### src/rtl/mul_div_unit.sv
// Iterative unsigned multiply/divide unit for the execute stage.
// Shift-add multiply or restoring divide, one bit per clock, with register-file write-back.
module mul_div_unit #(
  parameter int WIDTH = 24,
  parameter int AW    = 4
) (
  input  logic             Clock,
  input  logic             Reset,
  input  logic             Start,
  input  logic             Op,
  input  logic [WIDTH-1:0] OperandA,
  input  logic [WIDTH-1:0] OperandB,
  input  logic [AW-1:0]    DestIn,
  output logic             Busy,
  output logic             Done,
  output logic             RegwriteOut,
  output logic [AW-1:0]    DestOut,
  output logic [WIDTH-1:0] Result,
  output logic [WIDTH-1:0] ResultHi,
  output logic             DivByZero
);

  localparam int CW = $clog2(WIDTH);
  localparam logic [CW-1:0] LAST = CW'(WIDTH - 1);

  typedef enum logic [1:0] {IDLE, RUN, DONE} state_t;

  state_t           state_q, state_d;
  logic             op_q;
  logic [CW-1:0]    cnt_q;
  logic [WIDTH-1:0] addend_q;   // multiplicand or divisor
  logic [WIDTH-1:0] hi_q;       // product high half / partial remainder
  logic [WIDTH-1:0] lo_q;       // multiplier -> product low / dividend -> quotient
  logic [AW-1:0]    dest_q;
  logic             dbz_q;

  logic [WIDTH:0]   mul_sum;
  logic [WIDTH:0]   div_shift;
  logic [WIDTH-1:0] div_diff;
  logic             div_ge;
  logic [WIDTH-1:0] hi_step;
  logic [WIDTH-1:0] lo_step;

  // NOTE: sequential state uses non-blocking assignments so every flop samples pre-edge values.
  always_ff @(posedge Clock or negedge Reset) begin
    if (!Reset) state_q <= IDLE;
    else        state_q <= state_d;
  end

  // NOTE: every combinational output gets a default first, so no path can infer a latch.
  always_comb begin
    state_d = state_q;
    case (state_q)
      IDLE:    if (Start) state_d = RUN;
      RUN:     if (cnt_q == LAST) state_d = DONE;
      DONE:    state_d = IDLE;
      default: state_d = IDLE;
    endcase
  end

  // One iteration of either algorithm; both leave low/quotient in lo_q and high/remainder in hi_q.
  always_comb begin
    mul_sum   = {1'b0, hi_q} + (lo_q[0] ? {1'b0, addend_q} : '0);
    div_shift = {hi_q, lo_q[WIDTH-1]};
    div_ge    = div_shift >= {1'b0, addend_q};
    div_diff  = div_shift[WIDTH-1:0] - addend_q;
    if (op_q) begin
      hi_step = div_ge ? div_diff : div_shift[WIDTH-1:0];
      lo_step = {lo_q[WIDTH-2:0], div_ge};
    end else begin
      hi_step = mul_sum[WIDTH:1];
      lo_step = {mul_sum[0], lo_q[WIDTH-1:1]};
    end
  end

  // NOTE: datapath registers are reset too, because reset must clear every visible output.
  always_ff @(posedge Clock or negedge Reset) begin
    if (!Reset) begin
      op_q     <= 1'b0;
      cnt_q    <= '0;
      addend_q <= '0;
      hi_q     <= '0;
      lo_q     <= '0;
      dest_q   <= '0;
      dbz_q    <= 1'b0;
    end else begin
      case (state_q)
        IDLE: begin
          if (Start) begin
            op_q     <= Op;
            dest_q   <= DestIn;
            cnt_q    <= '0;
            dbz_q    <= 1'b0;
            hi_q     <= '0;
            lo_q     <= Op ? OperandA : OperandB;
            addend_q <= Op ? OperandB : OperandA;
          end
        end
        RUN: begin
          hi_q  <= hi_step;
          lo_q  <= lo_step;
          cnt_q <= cnt_q + 1'b1;
          if (cnt_q == LAST) dbz_q <= op_q && (addend_q == '0);
        end
        default: ;
      endcase
    end
  end

  assign Busy        = (state_q != IDLE);
  assign Done        = (state_q == DONE);
  assign RegwriteOut = (state_q == DONE);
  assign DestOut     = dest_q;
  assign Result      = lo_q;
  assign ResultHi    = hi_q;
  assign DivByZero   = dbz_q;

endmodule

### config.mk
export PLATFORM = sky130hd
export DESIGN_NAME = mul_div_unit
export DESIGN_NICKNAME = d
export VERILOG_FILES = /design/src/rtl/mul_div_unit.sv
export SDC_FILE = /design/constraint.sdc
export NUM_CORES = 1
export LEC_CHECK = 0
export ABC_AREA = 1
export BUFFER_PORTS_ARGS = -buffer_cell sky130_fd_sc_hd__clkbuf_2
export CORE_AREA = 2 2 184 186
export DETAILED_ROUTE_END_ITERATION = 8
export DIE_AREA = 0 0 186 188
export GPL_ROUTABILITY_DRIVEN = 0
export HOLD_SLACK_MARGIN = 0.08
export PLACE_DENSITY_LB_ADDON = 0.15
export SYNTH_ARGS = -nofsm -noshare
export SYNTH_HDL_FRONTEND = slang
export SYNTH_SLANG_ARGS = --single-unit
### constraint.sdc
create_clock -name Clock -period 2.7 [get_ports Clock]
set_input_delay 0.135 -clock Clock [delete_from_list [all_inputs] [get_ports Clock]]
set_output_delay 0.135 -clock Clock [all_outputs]
set_load 0.1 [all_outputs]
Yosys cells after proc, flatten, opt, wreduce, memory -nomap -nowiden --
Cells that the tools add are included.
Cells by class: add/sub/neg operators 3, magnitude comparators 1, equality and inequality tests 5, muxes and demuxes 18, reduce and logical (&&, ||, !) cells 9
Operator list (count):
- $mux W24 | 8
- $pmux W24 S2 | 2
- $add A24 B24 Y25 | 1
- $ge A25 B24 Y1 | 1
- $logic_not A24 Y1 | 1
- $sub A24 B24 Y24 | 1
- $pmux W5 S2 | 1
- $reduce_and A2 Y1 | 3
- $add A5 B1 Y5 const B | 1
- $eq A5 B5 Y1 const B | 1
- $mux W5 | 1
- $mux W2 | 2
- $ne A2 B2 Y1 const B | 2
- $pmux W2 S2 | 1
- $reduce_bool A2 Y1 | 2
- $reduce_and A3 Y1 | 1
- $eq A2 B1 Y1 const B | 1
- $eq A2 B2 Y1 const B | 1
- $logic_not A2 Y1 | 1
- $mux W1 | 2
- $pmux W1 S2 | 1
- $logic_and A1 B1 Y1 | 1
Word-level totals: bits in registers 85, bits of input ports 56, logic and storage cells 44

Logic depth before layout (Yosys ltp) --
Gate-level depths: netlist of run 1.
word-level depth 4, mapped depth 19, depth with buffers taken out 18

Worst setup path before layout of run 1 --
No wires, ideal clock.
kind reg-to-reg, start register lo_q[0], in the netlist Result[0], end register hi_q[14], in the netlist ResultHi[14], arrival 2.783 ns, slack -0.203 ns, stages on the path, launching flop included 16, clock period less this slack 2.903 ns, cell sequence dfrtp_1 > clkbuf_1 > clkbuf_1 > nand2_1 > inv_1 > ha_1 > a21o_1 > a21oi_1 > nand2_1 > a21oi_1 > xor2_1 > nand2_1 > nand2_1 > inv_1 > nand2_1 > nand2_1
Between the ends: word-level cells in the longest chain between the ends 4
Ends and longest elaborated chain:
- from (decl) | RTL line 33 | logic [WIDTH-1:0] lo_q;
- from (signal assigned) | RTL line 95 | lo_q <= Op ? OperandA : OperandB;
- from (signal assigned) | RTL line 101 | lo_q <= lo_step;
- $mux W24 | RTL line 63 | mul_sum = {1'b0, hi_q} + (lo_q[0] ? {1'b0, addend_q} : '0);
- $add A24 B24 Y25 | RTL line 63
- $mux W24 | RTL line 67 | if (op_q) begin
- $pmux W24 S2 | RTL line 87 | case (state_q)
- to (signal assigned) | RTL line 100 | hi_q <= hi_step;
- to (decl) | RTL line 32 | logic [WIDTH-1:0] hi_q;
No other way between the ends. A chain may end at the register's enable or synchronous reset.

Worst setup path in the final report of run 1 --
start register lo_q[0], in the netlist Result[0], end register hi_q[10], in the netlist ResultHi[10]
The elaborated chain is that of the path after synthesis.

==> results.md, run 1 <==
- The flow ran to the end, and the final reports show no timing, DRC or antenna violations.
- The number of vias per cell after detailed routing is 4.74.
- The count of TritonRoute iterations in the first routing pass is 5.
- For this run, design rule violations remaining after detail routing come to 0.
- The tightest min-delay check is of the input pin to register type.
- In the final layout, the share of cells above drive strength 1 is 0.140.
- For this run, the number of Yosys warnings is 0.
- Compared with the post-synthesis result, the final layout area differs by 20.2%.
- For this run, the top clock speed supported by timing is 396 MHz.
- The tool flagged a number of max-cap violations equal to 0.
- The source-to-sink clock delay at the later pin of the worst-skew pair is approximately 0.37 ns.
- The critical path is of the register to register type.
- Between clock sinks in the finished design, the worst skew comes to 0.0111 ns.
- The wire length per cell is 17.4 um.
- The most used flip-flop cell after synthesis is sky130_fd_sc_hd__dfrtp_1.
- Counting instances in the post-synthesis netlist gives the leading cell types as sky130_fd_sc_hd__nand2_1, sky130_fd_sc_hd__inv_1, sky130_fd_sc_hd__o21ai_0.
- The total number of vias is 9023.
- The deepest clock path buffer count is 2.
- The clock drives 85 sinks.
- The area taken by multi-input logic gates is 4960 um^2.
- Synthesis inferred 85 register bits.
- The number of antenna violations at the first check in global routing is 0.
- The via count of the first global-routing pass came to 8642.
- For the worst setup path, the data arrival time is 2.82 ns.
- Synthesis produced 1324 cells.
- The endpoint type of the worst setup path is a register.
- The number of H-tree branching levels is 3.
- The count of buffers added on input and output ports is 111.
- The die span in y is 188 um.
- The max-slew violation count is 0.
- The leading cell type by number of instances after synthesis is sky130_fd_sc_hd__nand2_1.
- Entering global routing, the biggest net connects 54 pins.
- The global-route wire length before repair is 51400 um.
- The antenna diode instance count is 0.
- The synthesized netlist net count is 1431.
- The synthesized cell area is between 8000 and 9000 um^2.
- The highest net fanout along the worst path is 11.
- For the worst setup path, the data required time is ~3 ns.
- Sorting the synthesized cells by area gives the leading types as sky130_fd_sc_hd__dfrtp_1, sky130_fd_sc_hd__nand2_1, sky130_fd_sc_hd__inv_1, sky130_fd_sc_hd__o21ai_0, sky130_fd_sc_hd__ha_1.
- Buffers added to address setup during post-CTS repair amount to 0.
- The layout has 3804 filler cells.
- The count of flip-flops with a built-in enable after synthesis is 0.
- The startpoint kind of the worst setup timing path is a register.
- The initial core utilization is 0.246.
- The clock tree from TritonCTS is yes.
- Summed over all layers, the routed wires come to 33200 um.
- In the global route stage, overall resource usage came out at 0.193.
- For this run, the register share of the synthesized area comes to 0.261.
- The TritonCTS buffer count is 9.
- The worst path needs 2.53 ns of the cycle, external delays included.
- The final net count is around 1600.
- The number of different library cells in the post-synthesis netlist is 47.
- After routing, the total negative slack on setup checks comes to 0 ns.
- The clock transition at the registers of the reported paths is 0.07 ns.
- The half-perimeter wire length after detailed placement is between 20000 and 30000 um.
- The width of the die is 186 um.
- For the pin with the worst max-slew slack, the measured transition is 0.979 ns.
- Each instance of the synthesized netlist takes up on average between 6 and 7 um^2.
- The first routing iteration left between 600 and 700 violations.
- Dividing the final minimum period by the clock period gives 0.936.
- Of all flip-flops after synthesis, the portion carrying an async set or reset was 1.00.
- Setup repair after global routing left no endpoint under its margin.
- The largest total area in the synthesized netlist belongs to sky130_fd_sc_hd__dfrtp_1.
- The proportion of netlist area held by the largest area contributor is 0.261.
- The detail route stage leaves a number of antenna-violating nets equal to 0.
- The number of I/O pins is 112.
- The area taken by flip-flops and latches is 2130 um^2.
- Setup violations remaining at the end of the flow were counted as 0.
- The die covers between 30000 and 40000 um^2.
- After global routing the overflow that remains totals 0.
- The cell at the root of the clock tree is sky130_fd_sc_hd__clkbuf_16.
- The hold violation count in the final report is 0.
- After floorplanning, the core was divided into 67 placement rows.
- The worst max-slew margin expressed relative to the limit is 0.346.
- The placeable core region is between 30000 and 40000 um^2.
-- critical path, cell delays in order (launching register included) --
cell                      delay [ns]
sky130_fd_sc_hd__dfrtp_2        0.41
sky130_fd_sc_hd__buf_4          0.18
sky130_fd_sc_hd__nand2_1        0.07
sky130_fd_sc_hd__inv_1          0.07
sky130_fd_sc_hd__ha_1           0.32
sky130_fd_sc_hd__nand2_1        0.10
sky130_fd_sc_hd__inv_1          0.09
sky130_fd_sc_hd__a21oi_1        0.15
sky130_fd_sc_hd__nand2_1        0.17
sky130_fd_sc_hd__nand2_1        0.10
sky130_fd_sc_hd__nand2_1        0.08
sky130_fd_sc_hd__nand2_1        0.06
sky130_fd_sc_hd__inv_1          0.03
sky130_fd_sc_hd__o21ai_0        0.40
sky130_fd_sc_hd__nand3_1        0.13
sky130_fd_sc_hd__nand2_1        0.09
-- cell type report --
class	count	share of cell area
Clock buffer	12	0.0252
Multi-Input combinational cell	969	0.507
Tap cell	448	0.0573
Inverter	222	0.0854
Timing Repair Buffer	162	0.102
Clock inverter	4	0.00562
Sequential cell	85	0.218
-- metrics by stage --
stage | hold WS (ns) | utilization | worst slack (ns) | cells | instance area, um^2
2_1_floorplan | -0.161 | - | 0.0553 | 1324 | 8150
5_1_grt | 0.102 | 0.296 | 0.00667 | 1902 | 9790
6_report | 0.0774 | 0.296 | 0.172 | 1902 | 9790
3_3_place_gp | 0.175 | 0.284 | 0.199 | 1877 | 9390
4_1_cts | 0.0811 | 0.295 | 0.192 | 1902 | 9780
3_5_place_dp | 0.175 | 0.284 | 0.224 | 1877 | 9390
-- cells in the final DEF, fill, tap and decap left out, drive strengths merged --
| master | n |
|---|---|
| nand2 | 393 |
| nand3 | 98 |
| o22a | 1 |
| dlygate4sd3 | 9 |
| nand4 | 18 |
| clkinv | 7 |
| a21oi | 95 |
| o21a | 2 |
| nor3 | 12 |
| o21bai | 4 |
| xor2 | 11 |
| or2 | 5 |
| o211ai | 24 |
| and2 | 2 |
| nor4 | 3 |
| fa | 2 |
| a21o | 2 |
| bufinv | 1 |
| nand3b | 5 |
| buf | 43 |
| o21ai | 135 |
| dfrtp | 85 |
| nor2 | 97 |
| a22o | 1 |
| o31ai | 2 |
| a2bb2oi | 1 |
| a31oi | 3 |
| ha | 49 |
| clkinvlp | 1 |
| a211o | 1 |
| inv | 217 |
| xnor2 | 2 |
| clkbuf | 122 |
| o22ai | 1 |
-- sequential cells by signal, indices dropped and copies added, names as in the netlist --
signal     flops
DestOut        4
DivByZero      1
addend_q      24
ResultHi      24
op_q           1
state_q        2
Result        24
cnt_q          5
-- per-layer routing --
metal,wire length (um),vias up,global-route usage
li1,-,4521,-
met2,15000,242,0.306
met5,0,-,0
met4,314,0,0.0327
met1,16400,4238,0.280
met3,1480,22,0.0249
-- worst paths after layout --
kind | start | endpoint | slack, ns | cells past startpoint
setup / recovery | Result[0]$_DFFE_PN0P_ | ResultHi[10]$_DFFE_PN0P_ | 0.17 | 15
hold / removal | OperandA[4] | addend_q[4]$_DFFE_PN0P_ | 0.08 | 3
setup reg to reg | Result[0]$_DFFE_PN0P_ | ResultHi[10]$_DFFE_PN0P_ | 0.17 | 15
hold reg to reg | DestOut[2]$_DFFE_PN0P_ | DestOut[2]$_DFFE_PN0P_ | 0.49 | 2
max in group asynchronous | Reset | cnt_q[1]$_DFFE_PN0P_ | 1.72 | 3
min in group asynchronous | Reset | ResultHi[9]$_DFFE_PN0P_ | 0.30 | 2
-- what timing repair did --
| item | 4_1_cts | 5_1_grt |
|---|---|---|
| endpoints found under the setup margin | 0 | 2 |
| hold endpoints to repair | 41 | 0 |
| resized for setup | 0 | 1 |
| hold buffers | 9 | 0 |
-- cells by family after synthesis --
group / after synthesis / synth area share
compound gates: 272 / 0.180
xor+xnor: 13 / 0.0140
fa+ha+maj: 51 / 0.0802
buf+inv: 270 / 0.130
flops: 85 / 0.261
simple gates: 633 / 0.334
Power of run 1 is left out: the tool's default activity adds up to more than one toggle a clock period on the data nets, which glitch-free logic cannot reach.
==> run 2, diff against run 1 <==
--- a/config.mk
+++ b/config.mk
@@ -6,10 +6,10 @@
 export NUM_CORES = 1
 export LEC_CHECK = 0
 export ABC_AREA = 1
-export BUFFER_PORTS_ARGS = -buffer_cell sky130_fd_sc_hd__clkbuf_2
-export CORE_AREA = 2 2 184 186
+export BUFFER_PORTS_ARGS = -buffer_cell sky130_fd_sc_hd__buf_2
+export CORE_AREA = 2 2 237 145
 export DETAILED_ROUTE_END_ITERATION = 8
-export DIE_AREA = 0 0 186 188
+export DIE_AREA = 0 0 239 147
 export GPL_ROUTABILITY_DRIVEN = 0
 export HOLD_SLACK_MARGIN = 0.08
 export PLACE_DENSITY_LB_ADDON = 0.15
==> run 2 against run 1 <==
First-iteration DRC count is 40% higher. Via count increased by 2.0%. Cell area increased by 4.9%. Clock-buffer cell count shrank 3. Die area increased by 0.47%. Wire length grew 0.23%. Sequential cell count unchanged. Clock skew decreased by 0.00088 ns. Setup slack got worse by 0.016 ns. Critical path type unchanged. Largest cell class unchanged.
==> results.md, run 2 (synthesis results as in run 1) <==
- The hold violation count in the final report is 0.
- The timing-limited maximum frequency is 393 MHz.
- Setup repair after global routing could not meet its margin everywhere.
- The origin of the critical flop-to-flop path is Result[0]$_DFFE_PN0P_.
- TritonCTS built the clock tree.
- Headroom to the max-slew limit came out at 0.439.
- The top cell types in the final layout, fill and taps aside, are sky130_fd_sc_hd__nand2_1, sky130_fd_sc_hd__inv_1, sky130_fd_sc_hd__o21ai_0.
- Summing over every cut layer, the via total after detailed routing is roughly 9200.
- The core region is around 33000 um^2.
- In the final routed layout, each cell accounts on average for roughly 17 um.
- The number of sinks driven by the clock tree is 85.
- The final net count is 1609.
- The final cell count without fillers is 1939.
- The worst setup path is launched from a register.
- The startpoint of the worst hold path is OperandA[19].
- The number of nets with antenna violations after routing is 0.
- The area of the die is 35100 um^2.
- During placement, the flow inserted port buffers numbering 111.
- The number of antenna violations at the first check in global routing is 1.
- The endpoint type of the worst setup path is a register.
- The via count of the first global-routing pass is 8389.
- The clock transition at the registers of the reported paths is 0.08 ns.
- The number of H-tree branching levels is 3.
- The cell at the root of the clock tree is sky130_fd_sc_hd__clkbuf_16.
- The routed design has 33300 um of wire.
- The global-route total usage across every layer is 0.189.
- The total DRC errors in the routed layout is 0.
- For this design the top-level I/O count stands at roughly 110.
- In the final layout, the share of cells above drive strength 1 is 0.173.
- The antenna diode instance count is 0.
- The number of placed instances, taps included, is 1900.
- The number of vias per cell after detailed routing is approximately 4.7.
- Data on the critical path arrives at its endpoint at 2.80 ns.
- The post-detailed-placement cell area is approximately 9700 um^2.
- Measured along the y axis, the die boundary spans 147 um.
- The final global-route overflow total is 0.
- The max-slew violation count is 0.
- The most frequent standard cell in the layout excluding fill and tap cells is sky130_fd_sc_hd__nand2_1.
- The area growth from synthesis to layout is 26.1%.
- Subtracting the final worst setup slack from the clock period gives around 2.5 ns.
- The initial core utilization is 0.245.
- The tightest min-delay check is of the input pin to register type.
- The finished cells cover 10300 um^2.
- The clock reaches the later pin of the worst-skew pair after 0.37 ns.
- The count of final setup violators is 0.
- The utilization after layout is 0.310.
- The count of TritonRoute iterations in the first routing pass is 5.
- The pin count of the biggest net entering global routing is 54.
- The half-perimeter wire length after detailed placement is 26600 um.
- In the finished design, the share of the clock period the worst path needs comes to 0.942.
- The setup path with the least slack is of type register to register.
- Tracing the worst setup path back leads to its startpoint at Result[0]$_DFFE_PN0P_.
- The tool flagged a number of max-cap violations equal to 0.
- Data on the critical path is required at its endpoint by 2.96 ns.
- The global-route wire length before repair is 50500 um.
- The TritonCTS buffer count is 9.
- The row count is 52.
- The flow ran to the end, and the final reports show no timing, DRC or antenna violations.
- The width of the die is 239 um.
- In this run, the number of DRC markers left after iteration 0 of detailed routing was 864.
- The highest net fanout along the worst path is 8.
- For the pin with the worst max-slew slack, the measured transition is between 0.8 and 0.9 ns.
- The deepest clock path buffer count is 2.
- The setup skew after layout is 0.0102 ns.
-- run 2: cell count changes in the layout (fill, tap and decap cells not counted), sizes merged --
cell / before / now
buf: 43 / 193
clkinvlp: 1 / 2
inv: 217 / 218
bufinv: 1 / 2
clkbuf: 122 / 9
dlygate4sd3: 9 / 22
-- run 2: worst paths after layout --
check                           slack (ns)                        to  cells past startpoint
worst min-delay path                  0.08  addend_q[19]$_DFFE_PN0P_                      3
min in group asynchronous             0.33  ResultHi[20]$_DFFE_PN0P_                      2
worst max-delay path                  0.16  ResultHi[20]$_DFFE_PN0P_                     16
max in group asynchronous             1.65   addend_q[1]$_DFFE_PN0P_                      3
worst min register to register        0.47    DestOut[0]$_DFFE_PN0P_                      2
worst max register to register        0.16  ResultHi[20]$_DFFE_PN0P_                     16
-- run 2: stage by stage --
step / TNS (ns) / hold WS (ns) / worst slack, ns
after floorplan: 0 / -0.161 / 0.0553
after global placement: 0 / 0.174 / 0.0828
after detailed placement: 0 / 0.179 / 0.0810
after CTS: 0 / 0.0951 / 0.0670
after global routing: -0.0346 / 0.0982 / -0.0213
final: 0 / 0.0828 / 0.157
-- run 2: layout make-up --
type | instances | area [um^2]
fillers | 3730 | 22900
multi-input cells | 969 | 5020
flip-flops and latches | 85 | 2130
repair buffers | 215 | 1420
inverters | 222 | 836
well taps | 432 | 541
clock buffers | 9 | 225
clock inverters | 7 | 97.6
-- run 2: worst max-delay path, cell delays in order (launching register included) --
cell	delay [ns]
sky130_fd_sc_hd__dfrtp_2	0.45
sky130_fd_sc_hd__buf_4	0.19
sky130_fd_sc_hd__nand2_1	0.09
sky130_fd_sc_hd__inv_1	0.05
sky130_fd_sc_hd__ha_1	0.35
sky130_fd_sc_hd__nand2_1	0.07
sky130_fd_sc_hd__nand2_1	0.15
sky130_fd_sc_hd__a21oi_1	0.11
sky130_fd_sc_hd__buf_4	0.16
sky130_fd_sc_hd__o21ai_0	0.25
sky130_fd_sc_hd__nand2_1	0.15
sky130_fd_sc_hd__nand4_1	0.11
sky130_fd_sc_hd__nand3_1	0.08
sky130_fd_sc_hd__nand2_1	0.08
sky130_fd_sc_hd__inv_1	0.05
sky130_fd_sc_hd__nand2_1	0.05
sky130_fd_sc_hd__nand2_1	0.04
-- run 2: routing by layer --
layer  wire length (um)  share of wire  GRT usage
met1              18100           0.54      0.310
met2              12400           0.37      0.247
met3               2490          0.075     0.0466
met4                260         0.0078     0.0225
met5                  0              0          0
-- run 2: repair_timing --
action,in CTS,in global routing
setup endpoints to repair,0,12
buffers inserted,0,1
gates resized for setup,0,17
hold buffers,22,0
endpoints found under the hold margin,56,0
Power of run 2 is left out for the same reason.
